File: src/rtl/mips_mem_pkg.sv
// Shared types and default constants for the MIPS data-memory access controller.
// Latency: n/a (declarations only).
// Backpressure: n/a (declarations only).
package mips_mem_pkg;

    // Default memory map: data memory word 0 sits at byte address 1024
    localparam int DEF_BASE_ADDR = 1024;
    localparam int DEF_DEPTH     = 512;
    localparam int DEF_ADDR_W    = 9;
    localparam int DEF_TIMEOUT   = 15;

    // Width of the ACCESS wait counter; TIMEOUT must fit in it
    localparam int CNT_W         = 4;
    localparam int DATA_W        = 32;

    // Controller sequencing: IDLE -> (ACCESS) -> DONE -> IDLE
    typedef enum logic [1:0] {
        IDLE   = 2'd0,
        ACCESS = 2'd1,
        DONE   = 2'd2
    } mem_state_e;

endpackage

File: src/rtl/mem_addr_decode.sv
// Byte address to data-memory word index with range/alignment check.
// Latency: purely combinational, zero cycles.
// Backpressure: none; output follows input every cycle.
module mem_addr_decode
    import mips_mem_pkg::*;
#(
    parameter int BASE_ADDR = DEF_BASE_ADDR,
    parameter int DEPTH     = DEF_DEPTH,
    parameter int ADDR_W    = DEF_ADDR_W
) (
    input  logic [31:0]       i_byte_addr,
    output logic              o_valid,
    output logic [ADDR_W-1:0] o_word_idx
);

    localparam logic [31:0] BASE_L = 32'(BASE_ADDR);
    localparam logic [31:0] SPAN_L = 32'(4 * DEPTH);

    logic [31:0] w_off;

    // The lower-bound compare catches wrap-around of the subtraction, the
    // upper-bound compare is done on the offset so BASE+SPAN never overflows.
    always_comb begin
        w_off      = i_byte_addr - BASE_L;
        o_valid    = (i_byte_addr >= BASE_L) &&
                     (w_off < SPAN_L) &&
                     (i_byte_addr[1:0] == 2'b00);
        o_word_idx = w_off[ADDR_W+1:2];
    end

endmodule

File: src/rtl/mem_access_ctrl.sv
// MEM-stage controller: turns a load/store into a held mem_req handshake, freezing the pipeline meanwhile.
// Latency: best case 3 cycles (detect, one ACCESS with ack, DONE); worst case TIMEOUT+3 cycles.
// Backpressure: freeze stalls upstream from the detect cycle until DONE; memory stalls us by withholding mem_ack.
module mem_access_ctrl
    import mips_mem_pkg::*;
#(
    parameter int BASE_ADDR = DEF_BASE_ADDR,
    parameter int DEPTH     = DEF_DEPTH,
    parameter int ADDR_W    = DEF_ADDR_W,
    parameter int TIMEOUT   = DEF_TIMEOUT
) (
    input  logic              clk,
    input  logic              rst,
    input  logic              MEM_R_EN,
    input  logic              MEM_W_EN,
    input  logic [31:0]       ALU_result,
    input  logic [31:0]       ST_val,
    output logic              mem_req,
    output logic              mem_we,
    output logic [ADDR_W-1:0] mem_addr,
    output logic [31:0]       mem_wdata,
    input  logic              mem_ack,
    input  logic [31:0]       mem_rdata,
    output logic              freeze,
    output logic [31:0]       Mem_read_value,
    output logic              mem_err
);

    localparam logic [CNT_W-1:0] TMO_L = CNT_W'(TIMEOUT);

    mem_state_e        r_state;
    mem_state_e        w_state_nxt;

    logic              r_we;
    logic [ADDR_W-1:0] r_addr;
    logic [31:0]       r_wdata;
    logic [CNT_W-1:0]  r_cnt;
    logic              r_fault;
    logic [31:0]       r_rdval;

    logic              w_en;
    logic              w_valid;
    logic [ADDR_W-1:0] w_idx;
    logic              w_timeout;
    logic              w_freeze;
    logic              w_req;

    assign w_en      = MEM_R_EN | MEM_W_EN;
    assign w_timeout = (r_cnt == TMO_L);

    // Decode the live address; the index is latched in the detect cycle
    mem_addr_decode #(
        .BASE_ADDR (BASE_ADDR),
        .DEPTH     (DEPTH),
        .ADDR_W    (ADDR_W)
    ) u_decode (
        .i_byte_addr (ALU_result),
        .o_valid     (w_valid),
        .o_word_idx  (w_idx)
    );

    // State register; reset aborts any in-flight access
    always_ff @(posedge clk or negedge rst) begin
        if (!rst) begin
            r_state <= IDLE;
        end else begin
            r_state <= w_state_nxt;
        end
    end

    // Next state plus freeze/mem_req; freeze rises in the detect cycle itself
    always_comb begin
        w_state_nxt = r_state;
        w_freeze    = 1'b0;
        w_req       = 1'b0;
        case (r_state)
            IDLE: begin
                if (w_en) begin
                    w_freeze    = 1'b1;
                    w_state_nxt = w_valid ? ACCESS : DONE;
                end
            end
            ACCESS: begin
                w_freeze = 1'b1;
                w_req    = 1'b1;
                // ack wins over a simultaneous timeout
                if (mem_ack || w_timeout) begin
                    w_state_nxt = DONE;
                end
            end
            DONE: begin
                w_state_nxt = IDLE;
            end
            default: begin
                w_state_nxt = IDLE;
            end
        endcase
    end

    // Request latch, wait counter, fault flag and load result
    always_ff @(posedge clk or negedge rst) begin
        if (!rst) begin
            r_we    <= 1'b0;
            r_addr  <= '0;
            r_wdata <= '0;
            r_cnt   <= '0;
            r_fault <= 1'b0;
            r_rdval <= '0;
        end else begin
            case (r_state)
                IDLE: begin
                    if (w_en) begin
                        // A store wins when both enables are set
                        r_we    <= MEM_W_EN;
                        r_addr  <= w_idx;
                        r_wdata <= ST_val;
                        r_cnt   <= '0;
                        r_fault <= ~w_valid;
                        if (!w_valid && !MEM_W_EN) begin
                            r_rdval <= '0;
                        end
                    end
                end
                ACCESS: begin
                    if (mem_ack) begin
                        r_fault <= 1'b0;
                        if (!r_we) begin
                            r_rdval <= mem_rdata;
                        end
                    end else if (w_timeout) begin
                        r_fault <= 1'b1;
                        if (!r_we) begin
                            r_rdval <= '0;
                        end
                    end else begin
                        r_cnt <= r_cnt + 1'b1;
                    end
                end
                default: begin
                end
            endcase
        end
    end

    assign freeze         = w_freeze;
    assign mem_req        = w_req;
    assign mem_we         = r_we;
    assign mem_addr       = r_addr;
    assign mem_wdata      = r_wdata;
    assign Mem_read_value = r_rdval;
    assign mem_err        = (r_state == DONE) && r_fault;

endmodule

File: config.mk
export PLATFORM = sky130hd
export DESIGN_NAME = mem_access_ctrl
export DESIGN_NICKNAME = d
export VERILOG_FILES = /design/src/rtl/mips_mem_pkg.sv /design/src/rtl/mem_addr_decode.sv /design/src/rtl/mem_access_ctrl.sv
export SDC_FILE = /design/constraint.sdc
export NUM_CORES = 1
export LEC_CHECK = 0
export CAP_MARGIN = 20
export CORE_ASPECT_RATIO = 0.6
export CORE_UTILIZATION = 25
export CTS_CLUSTER_SIZE = 8
export DETAILED_ROUTE_END_ITERATION = 10
export SLEW_MARGIN = 20
export SYNTH_ARGS = -nofsm -noshare
export SYNTH_HDL_FRONTEND = slang
export SYNTH_SLANG_ARGS = --single-unit
export TNS_END_PERCENT = 1
File: constraint.sdc
create_clock -name clk -period 2.5 [get_ports clk]
set_clock_uncertainty 0.1 [all_clocks]
set_input_delay 0.375 -clock clk [delete_from_list [all_inputs] [get_ports clk]]
set_output_delay 0.375 -clock clk [all_outputs]
set_load 0.005 [all_outputs]
==> reports/qor.csv <==
metric;value;unit
status;finished, final reports clean;
routed wire length;12000;um
YS warnings;0;
share of total power in the clock network;35.0;%
Worst Tran Pin Value;0.508;ns
post-synth top area cell;dfrtp_1;
Cells after DPL;773;
DR iter-0 viols;238;
R2R cell count;6;
hold path startpoint;mem_addr[5];
area grow syn2layout;62.2;%
CP max stage delay;0.47;ns
Data arrival, critical path;2.41;ns
vias;3663;
DP Area;6050;sq um
Area contributors post-synth;dfrtp_1, nand2_1, o31ai_2;
ys flop type;dfrtp_1;
reg2reg end;Mem_read_value[9];
hold depth;2;
TritonCTS clock tree;done;
CTS H-tree lvls;3;
Worst R2R Setup Slack;0.38;ns
sequential share of the synthesized area;51.9;%
post-route ant nets;0;
CP top delay family;buffers and inverters;
total CTS buffers;9;
Fin. Hold Viols;0;
CTS sink cnt;81;
kind of critical path;in -> reg;
Cells after Synth;403;
Ports;178;
clock root cell;clkbuf_16;
diode count;0;
Post-CTS Setup Repair Bufs;0;
core area;14900;sq um
Post-synth EDFFs;0;
Crit path required time;2.64;ns
final setup violating endpoints;0;
FF+latch count, synth;81;
num rows;34;
Net Sw Frac;27.2;%
Critical Path, Cell by Cell;clkdlybuf4s50_1, inv_1, ha_1, xnor2_1, nand4_1, a311oi_2, nand4_4, buf_12, o31ai_1;
hold endpoint;mem_addr[5];
max-cap viol count;0;
Syn Nets;506;
Die X-Extent;163;um
register share of total power;42.5;%
Unique masters post-synth;49;
die area;16200;sq um
RSZ-0062 raised after global routing;false;
syn_area_per_cell;9.70;sq um
WL/cell;15.2;um
Worst VDD drop;0.335;mV
largest net degree at the start of global routing;45;
Pint;2.58;mW
clock slew at reported path FFs;0.07;ns
Synth async-reset ratio;100;%
PD cells;559;nW/um^2
Residual DRC;0;
period utilization;90.8;%
Pleak;2.65;nW
vias in the first global route;3742;
power share of the combinational group;22.5;%
min-delay worst type;reg -> reg;
total grt overflow;0;
initial antenna violation count;0;
design area;6340;sq um
Worst-Skew Late Latency;0.33;ns
Switching Power;965;uW
drt first pass iters;4;
GRT Util Overall;15.4;%
top cell type's share of synthesized area;51.9;%
HPWL after DPL;8840;um
Worst path slowest cell;clkdlybuf4s50_1;
Worst Path Max Fanout;24;
worst path bufs/invs;3;
Via density;4.64;
routability cong.;0.862;
Max Clk Rate;0.441;GHz
crit start category;primary input;
Final #Nets;690;
first-pass GRT wire length;19500;um
Max Buffers Root-to-Sink;2;
final-report max-slew violation count;0;
mapped cell area;3910;sq um
height of the die;98.9;um
Final min period;2.27;ns
Layout Cells excl Fill;790;
crit path capture type;flop;
Crit path depth;9;
R2R Path Start;r_state[1];
port bufs;177;
layout cells sized above 1;13.9;%
relative slew slack;66.2;%
Starting Density;26.3;%
==> layout make-up <==
class | count | area [sq um]
clock buffers | 9 | 225
multi-input cells | 294 | 1780
clock inverters | 7 | 52.6
well taps | 198 | 248
inverters | 4 | 15.0
fillers | 1448 | 8550
repair buffers | 197 | 2000
flip-flops and latches | 81 | 2030
==> what timing repair did <==
item / 4_1_cts / 5_1_grt
hold buffers: 1 / 0
endpoints found under the setup margin: 0 / 32
endpoints found under the hold margin: 37 / 0
gates resized for setup: 0 / 1
==> kinds of logic (layout without fill, tap and decap cells) <==
kind of cell | after synthesis | after routing | share of synthesized area [%]
compound gates | 83 | 83 | 19.8
fa+ha+maj | 2 | 2 | 0.640
mux | 1 | 1 | 0.256
buf+inv | 28 | 217 | 3.55
xor+xnor | 5 | 5 | 1.12
simple gates | 203 | 203 | 22.8
flops | 81 | 81 | 51.9
==> power groups by stage <==
stage          clock network (mW)  logic, mW  registers [mW]
6_report                     1.24      0.796            1.50
5_1_grt                      1.34      0.874            1.52
4_1_cts                      1.30      0.809            1.51
3_5_place_dp                    0      0.806            1.52
3_3_place_gp                    0      0.797            1.52
2_1_floorplan                   0      0.225            1.53
==> cell usage after synthesis, types with 3 or more instances <==
cell      number
o21ai_0        5
xor2_1         4
nand2_1      159
a22oi_1       32
o31ai_2       30
nor3_1         3
clkbuf_1      18
inv_1          4
nand2b_1       5
nor2_1        12
nand4_1        4
buf_6          3
dfrtp_1       81
==> worst max-delay path by stage <==
stage / start / to / slack [ns]
floorplan: ALU_result[10] / Mem_read_value[21] / 0.46
global placement: ALU_result[10] / Mem_read_value[31] / -0.19
detailed placement: ALU_result[11] / Mem_read_value[25] / -0.26
CTS: ALU_result[11] / Mem_read_value[25] / 0.1
global route: ALU_result[11] / Mem_read_value[31] / 0.07
finish: ALU_result[10] / Mem_read_value[31] / 0.23
==> cell usage in the layout, fill, tap and decap left out, types with 2 or more instances in the layout <==
master             n
nand4b_1           2
ha_1               2
dfrtp_1           81
o22ai_1            2
nor2_4             2
clkdlybuf4s50_1  176
nand3_1            2
o21ai_0            5
nor2_1            10
buf_12             6
inv_6              3
xor2_1             4
clkinv_2           2
o31ai_1            2
inv_1              4
or2_2              2
nand2b_1           5
nand4_1            4
nor3_1             3
o31ai_2           30
a22oi_1           32
nand2_1          159
clkbuf_16          9
buf_4             14
==> per-stage QoR <==
stage	hold WS (ns)	utilization (%)	worst slack, ns	power, mW	setup TNS [ns]
2_1_floorplan	-0.0206	-	0.458	1.75	0
3_3_place_gp	0.273	40.6	-0.194	2.32	-5.86
3_5_place_dp	0.282	40.6	-0.261	2.33	-7.13
4_1_cts	0.380	42.5	0.0990	3.62	0
5_1_grt	0.404	42.6	0.0737	3.74	0
6_report	0.376	42.6	0.231	3.54	0
==> worst register-to-register path, delay by kind of cell (launching register included) <==
kind,cells,cell delay (ns)
AND/OR/NAND/NOR,2,0.67
AO/OA/AOI/OAI,3,0.58
buffers and inverters,1,0.19
flip-flops,1,0.45
==> sequential cells by signal, summed over array words and instances (netlist names) <==
register	flops
mem_wdata	32
r_state	2
r_fault	1
mem_addr	9
Mem_read_value	32
r_cnt	4
mem_we	1
==> per-layer routing <==
metal  part of all wire (%)  global-route usage, %
met4                   0.79                   3.24
met2                     43                   23.8
met1                     46                   19.9
met3                     11                   6.44
met5                      0                      0
No activity file was read; power rests on OpenSTA's default activity.
==> RTL change 1, RTL diff (same settings) <==
`DEF_ADDR_W`: 9 -> 10.
--- a/src/rtl/mips_mem_pkg.sv
+++ b/src/rtl/mips_mem_pkg.sv
@@ -6,7 +6,7 @@
     // Default memory map: data memory word 0 sits at byte address 1024
     localparam int DEF_BASE_ADDR = 1024;
     localparam int DEF_DEPTH     = 512;
-    localparam int DEF_ADDR_W    = 9;
+    localparam int DEF_ADDR_W    = 10;
     localparam int DEF_TIMEOUT   = 15;
 
     // Width of the ACCESS wait counter; TIMEOUT must fit in it
Ports: changed (resized mem_addr); port bits go from 178 to 179. The function was not compared with the original's and may differ.
==> RTL change 1 against the original RTL <==
Power rose by 3.4%; worst setup slack got worse by 0.19 ns; sequential cell count rose by 1; wire length fell by 6.8%; final area fell by 3.5%; worst hold slack got worse by 0.0058 ns; synthesized area fell by 11%; sequential share of layout area rose by 1.6 points; largest power group unchanged.
==> RTL change 1: results (changes against the original RTL) <==
\begin{tabular}{lr}
\hline
Metric & Value \\
\hline
\multicolumn{2}{l}{\textbf{Status}} \\
\quad Outcome & complete, no violations \\
\multicolumn{2}{l}{\textbf{Place}} \\
\quad HPWL after detailed placement & 7.67 mm (-13\%) \\
\quad Count of input and output buffers & 178 (+0.56\%) \\
\quad Worst-case setup slack after placement & -0.316 ns (-0.0559 ns) \\
\quad Dpl cell area & 5660 µm² (-6.4\%) \\
\quad Final estimated routing congestion in global placement & 0.893 (+3.6\%) \\
\multicolumn{2}{l}{\textbf{Final layout}} \\
\quad Layout net count & 654 (-5.2\%) \\
\quad Fill cells & 1192 (-18\%) \\
\quad N\_diodes & 0 (unchanged) \\
\quad Layout cells sized above 1 & 0.160 (+0.0218) \\
\multicolumn{2}{l}{\textbf{Critical path}} \\
\quad Slack of the worst reg-to-reg path & 0.36 ns (-0.02 ns) \\
\quad R2R Path Start & r\_state[1] \\
\quad R2R depth & 8 (+2) \\
\quad Highest net fanout along the worst path & 8 (-67\%) \\
\quad Slowest-stage cell, CP & clkdlybuf4s50\_1 \\
\quad Crit Reg-Reg Endpoint & Mem\_read\_value[6] \\
\quad Delay of the slowest cell on the worst path & 0.47 ns (about the same) \\
\multicolumn{2}{l}{\textbf{Power and ir drop}} \\
\quad Static power due to leakage & 2.77 nW (+4.5\%) \\
\quad Peak supply drop & 0.000320 V (-4.7\%) \\
\multicolumn{2}{l}{\textbf{Clock tree}} \\
\quad Deepest clock path buffer count & 2 (unchanged) \\
\quad Clock slew at the register clock pins of the worst setup and hold paths & 0.06 ns \\
\multicolumn{2}{l}{\textbf{Routing}} \\
\quad Number of search-and-repair iterations in the first detailed-routing pass & 5 (+1) \\
\quad Routed wire length & 11.2 mm (-6.8\%) \\
\quad Number of DRC markers after the initial detailed-route iteration & 162 (-32\%) \\
\quad Via count & 3330 (-9.1\%) \\
\multicolumn{2}{l}{\textbf{Synth}} \\
\quad Distinct cells, synth & 40 (-18\%) \\
\quad Sequential element share of the synthesized area & 0.589 (+0.0705) \\
\quad Ranking of synthesized cells by instance count & nand2\_1 (131), dfrtp\_1 (82), a22o\_2 (24) \\
\quad Post-synthesis net count & 445 (-12\%) \\
\quad Area contributors post-synth & dfrtp\_1 (59\%), nand2\_1 (14\%), a22o\_2 (6.9\%) \\
\quad Post-synth top flop & dfrtp\_1 \\
\multicolumn{2}{l}{\textbf{Timing}} \\
\quad Smallest setup slack after layout & 0.0438 ns (-0.187 ns) \\
\quad Measured slew at the worst slew-check pin & 0.495 ns (-0.0126 ns) \\
\multicolumn{2}{l}{\textbf{Global route}} \\
\quad Total Routing Usage GR & 0.150 (-0.00374) \\
\quad Pin count of the biggest net entering global routing & 48 (+6.7\%) \\
\quad Wire length of the first global-routing pass & 17.0 mm (-13\%) \\
\multicolumn{2}{l}{\textbf{Worst hold path}} \\
\quad End point of the worst hold path & mem\_wdata[21] \\
\quad Origin of the worst min-delay path & mem\_wdata[21] \\
\hline
\end{tabular}
==> RTL change 1: tightest hold or removal path: stages (launching register included) <==
cell and delay [ns]:
dfrtp_1 0.34, nand2_1 0.05, nand2_1 0.05
==> RTL change 1: what timing repair did <==
item | CTS | global route
buffers inserted | 0 | 3
hold buffers | 1 | 0
resized for setup | 0 | 14
setup endpoints to repair | 0 | 35
hold endpoints to repair | 35 | 0
==> RTL change 1: layer usage <==
| metal | track usage | vias to the layer above | wire [µm] |
|---|---|---|---|
| li1 | - | 1586 | - |
| met2 | 0.218 | 157 | 4530 |
| met1 | 0.204 | 1577 | 5410 |
| met5 | 0 | - | 0 |
| met3 | 0.0686 | 10 | 1170 |
| met4 | 0.0264 | 0 | 48 |
==> RTL change 1: area by class of cell <==
cell class              count  area (µm²)  share of cell area
repair buffers            214        2150               0.351
flip-flops and latches     82        2050               0.335
multi-input cells         241        1400               0.229
clock buffers              11         243              0.0397
well taps                 170         213              0.0348
clock inverters             4        52.6             0.00859
inverters                   3        11.3             0.00184
==> RTL change 1: cell families after synthesis <==
logic type,synth area share
AND/OR/NAND/NOR,0.216
flip-flops,0.589
AO/OA/AOI/OAI,0.148
buffers and inverters,0.0269
XOR/XNOR,0.0126
adder cells (fa/ha/maj),0.00718
==> RTL change 1: worst max path at each step <==
| stage | from | to | cells past startpoint |
|---|---|---|---|
| 2_1_floorplan | ALU_result[12] | Mem_read_value[11] | 8 |
| 3_3_place_gp | ALU_result[10] | Mem_read_value[25] | 10 |
| 3_5_place_dp | ALU_result[20] | Mem_read_value[30] | 9 |
| 4_1_cts | ALU_result[20] | Mem_read_value[30] | 9 |
| 5_1_grt | ALU_result[11] | Mem_read_value[5] | 11 |
| 6_report | ALU_result[10] | Mem_read_value[6] | 12 |
==> RTL change 1: report_power, final <==
part	internal, mW	leakage (nW)	switching [mW]	total, mW
registers	1.45	1.06	0.0716	1.52
clock network	0.796	0.134	0.528	1.32
logic	0.490	1.57	0.322	0.812
==> RTL change 1: per-stage QoR <==
step	setup TNS [ns]	total power, mW	hold slack (ns)	utilization	std cells
2_1_floorplan	0	1.76	-0.0206	-	342
3_3_place_gp	-8.88	2.31	0.268	0.429	703
3_5_place_dp	-10.41	2.32	0.270	0.429	703
4_1_cts	0	3.69	0.379	0.452	719
5_1_grt	-0.365	3.87	0.402	0.463	725
6_report	0	3.66	0.370	0.463	725
==> RTL change 2, RTL diff (config.mk and constraints unchanged) <==
Without the edit above. Encoding of `mem_state_e`: now one-hot (3 bits for 3 states).
--- a/src/rtl/mips_mem_pkg.sv
+++ b/src/rtl/mips_mem_pkg.sv
@@ -14,10 +14,10 @@
     localparam int DATA_W        = 32;
 
     // Controller sequencing: IDLE -> (ACCESS) -> DONE -> IDLE
-    typedef enum logic [1:0] {
-        IDLE   = 2'd0,
-        ACCESS = 2'd1,
-        DONE   = 2'd2
+    typedef enum logic [2:0] {
+        IDLE   = 3'b001,
+        ACCESS = 3'b010,
+        DONE   = 3'b100
     } mem_state_e;
 
 endpackage
Formal check against the unedited RTL: same outputs for any inputs over 4 cycles, from zero or initial values and one cycle with rst low; so few cycles prove little.
==> RTL change 2 against the original RTL <==
Synthesized cell count up 20%; wire length up 16%; final area up 9.4%; sequential cell count up 1; synthesized area up 12%; worst setup slack worse by 0.15 ns; critical path type is now register to output pin; largest cell class is now multi-input combinational cells.
Power is not compared: it rests on default switching activity, and its combinational part moved more than twofold at a synthesized area within 25%.
==> RTL change 2: results (changes against the original RTL) <==
\begin{tabular}{lr}
\hline
Metric & Value \\
\hline
\multicolumn{2}{l}{\textbf{Status}} \\
\quad Outcome & complete, no violations \\
\multicolumn{2}{l}{\textbf{Synth}} \\
\quad \#FFs+latches synth & 82 (+1.2\%) \\
\quad Fraction of synthesized area in multiplexers & 0.00257 (+0.0000121) \\
\quad Post-synthesis net count & 588 (+16\%) \\
\quad Fraction of the mapped netlist area in compound gates & 0.198 (about the same) \\
\quad Distinct cells, synth & 45 (-8.2\%) \\
\multicolumn{2}{l}{\textbf{Final layout}} \\
\quad Number of multi-input logic gates & 360 (+22\%) \\
\quad Number of signal-net inverters in the final layout & 8 (+4) \\
\quad Clock buf/inv share & 0.0426 (-0.00122) \\
\quad Layout net count & 770 (+12\%) \\
\quad Fill cells & 1684 (+16\%) \\
\quad Non-Clock Buffer Area Fraction & 0.299 (-0.0156) \\
\multicolumn{2}{l}{\textbf{Critical path}} \\
\quad Arrival time worst endpoint & 1.95 ns (-0.46 ns) \\
\quad Crit Reg-Reg Endpoint & Mem\_read\_value[5] \\
\quad R2R depth & 8 (+2) \\
\quad Worst setup path endpoint & mem\_req \\
\quad Critical path origin & r\_state[2] \\
\multicolumn{2}{l}{\textbf{Routing}} \\
\quad Average routed wire per standard cell & 15.3 µm (+1.0\%) \\
\quad Number of DRC markers after the initial detailed-route iteration & 305 (+28\%) \\
\quad Post-Route M1 WL & 6.96 mm (+28\%) \\
\quad Routed wire length on met2 & 5.84 mm (+14\%) \\
\quad Via count & 4258 (+16\%) \\
\multicolumn{2}{l}{\textbf{Timing}} \\
\quad Measured slew at the worst slew-check pin & 0.499 ns (-0.00884 ns) \\
\multicolumn{2}{l}{\textbf{Global route}} \\
\quad M3 GR Usage & 0.0428 (-0.0216) \\
\quad Wire length of the first global-routing pass & 23.2 mm (+19\%) \\
\quad Met1 Use GR & 0.231 (+0.0319) \\
\multicolumn{2}{l}{\textbf{Worst hold path}} \\
\quad End point of the worst hold path & mem\_wdata[17] \\
\hline
\end{tabular}
==> RTL change 2: changes by cell type after synthesis, moves of 10 or more <==
cell      change
a22oi_1      -32
nand2_1      +33
clkbuf_1     +10
o211ai_2     +30
o31ai_2      -30
and2_1       +31
o221ai_1     +32
==> RTL change 2: stage by stage <==
step / setup slack [ns] / area, µm² / std cells / TNS (ns) / hold slack (ns)
2_1_floorplan: 0.356 / 4380 / 485 / 0 / -0.0206
3_3_place_gp: -0.150 / 6610 / 889 / -4.70 / 0.267
3_5_place_dp: -0.259 / 6610 / 889 / -7.45 / 0.271
4_1_cts: 0.0575 / 6920 / 906 / 0 / 0.378
5_1_grt: 0.0153 / 6930 / 906 / 0 / 0.412
6_report: 0.0777 / 6930 / 906 / 0 / 0.377
==> RTL change 2: power groups by stage <==
stage	logic (mW)	clock network [mW]	registers (mW)
global placement	1.88	0	1.90
detailed placement	1.92	0	1.91
CTS	1.92	1.39	1.90
global route	2.09	1.44	1.94
finish	1.88	1.35	1.89
floorplan	0.704	0	1.91
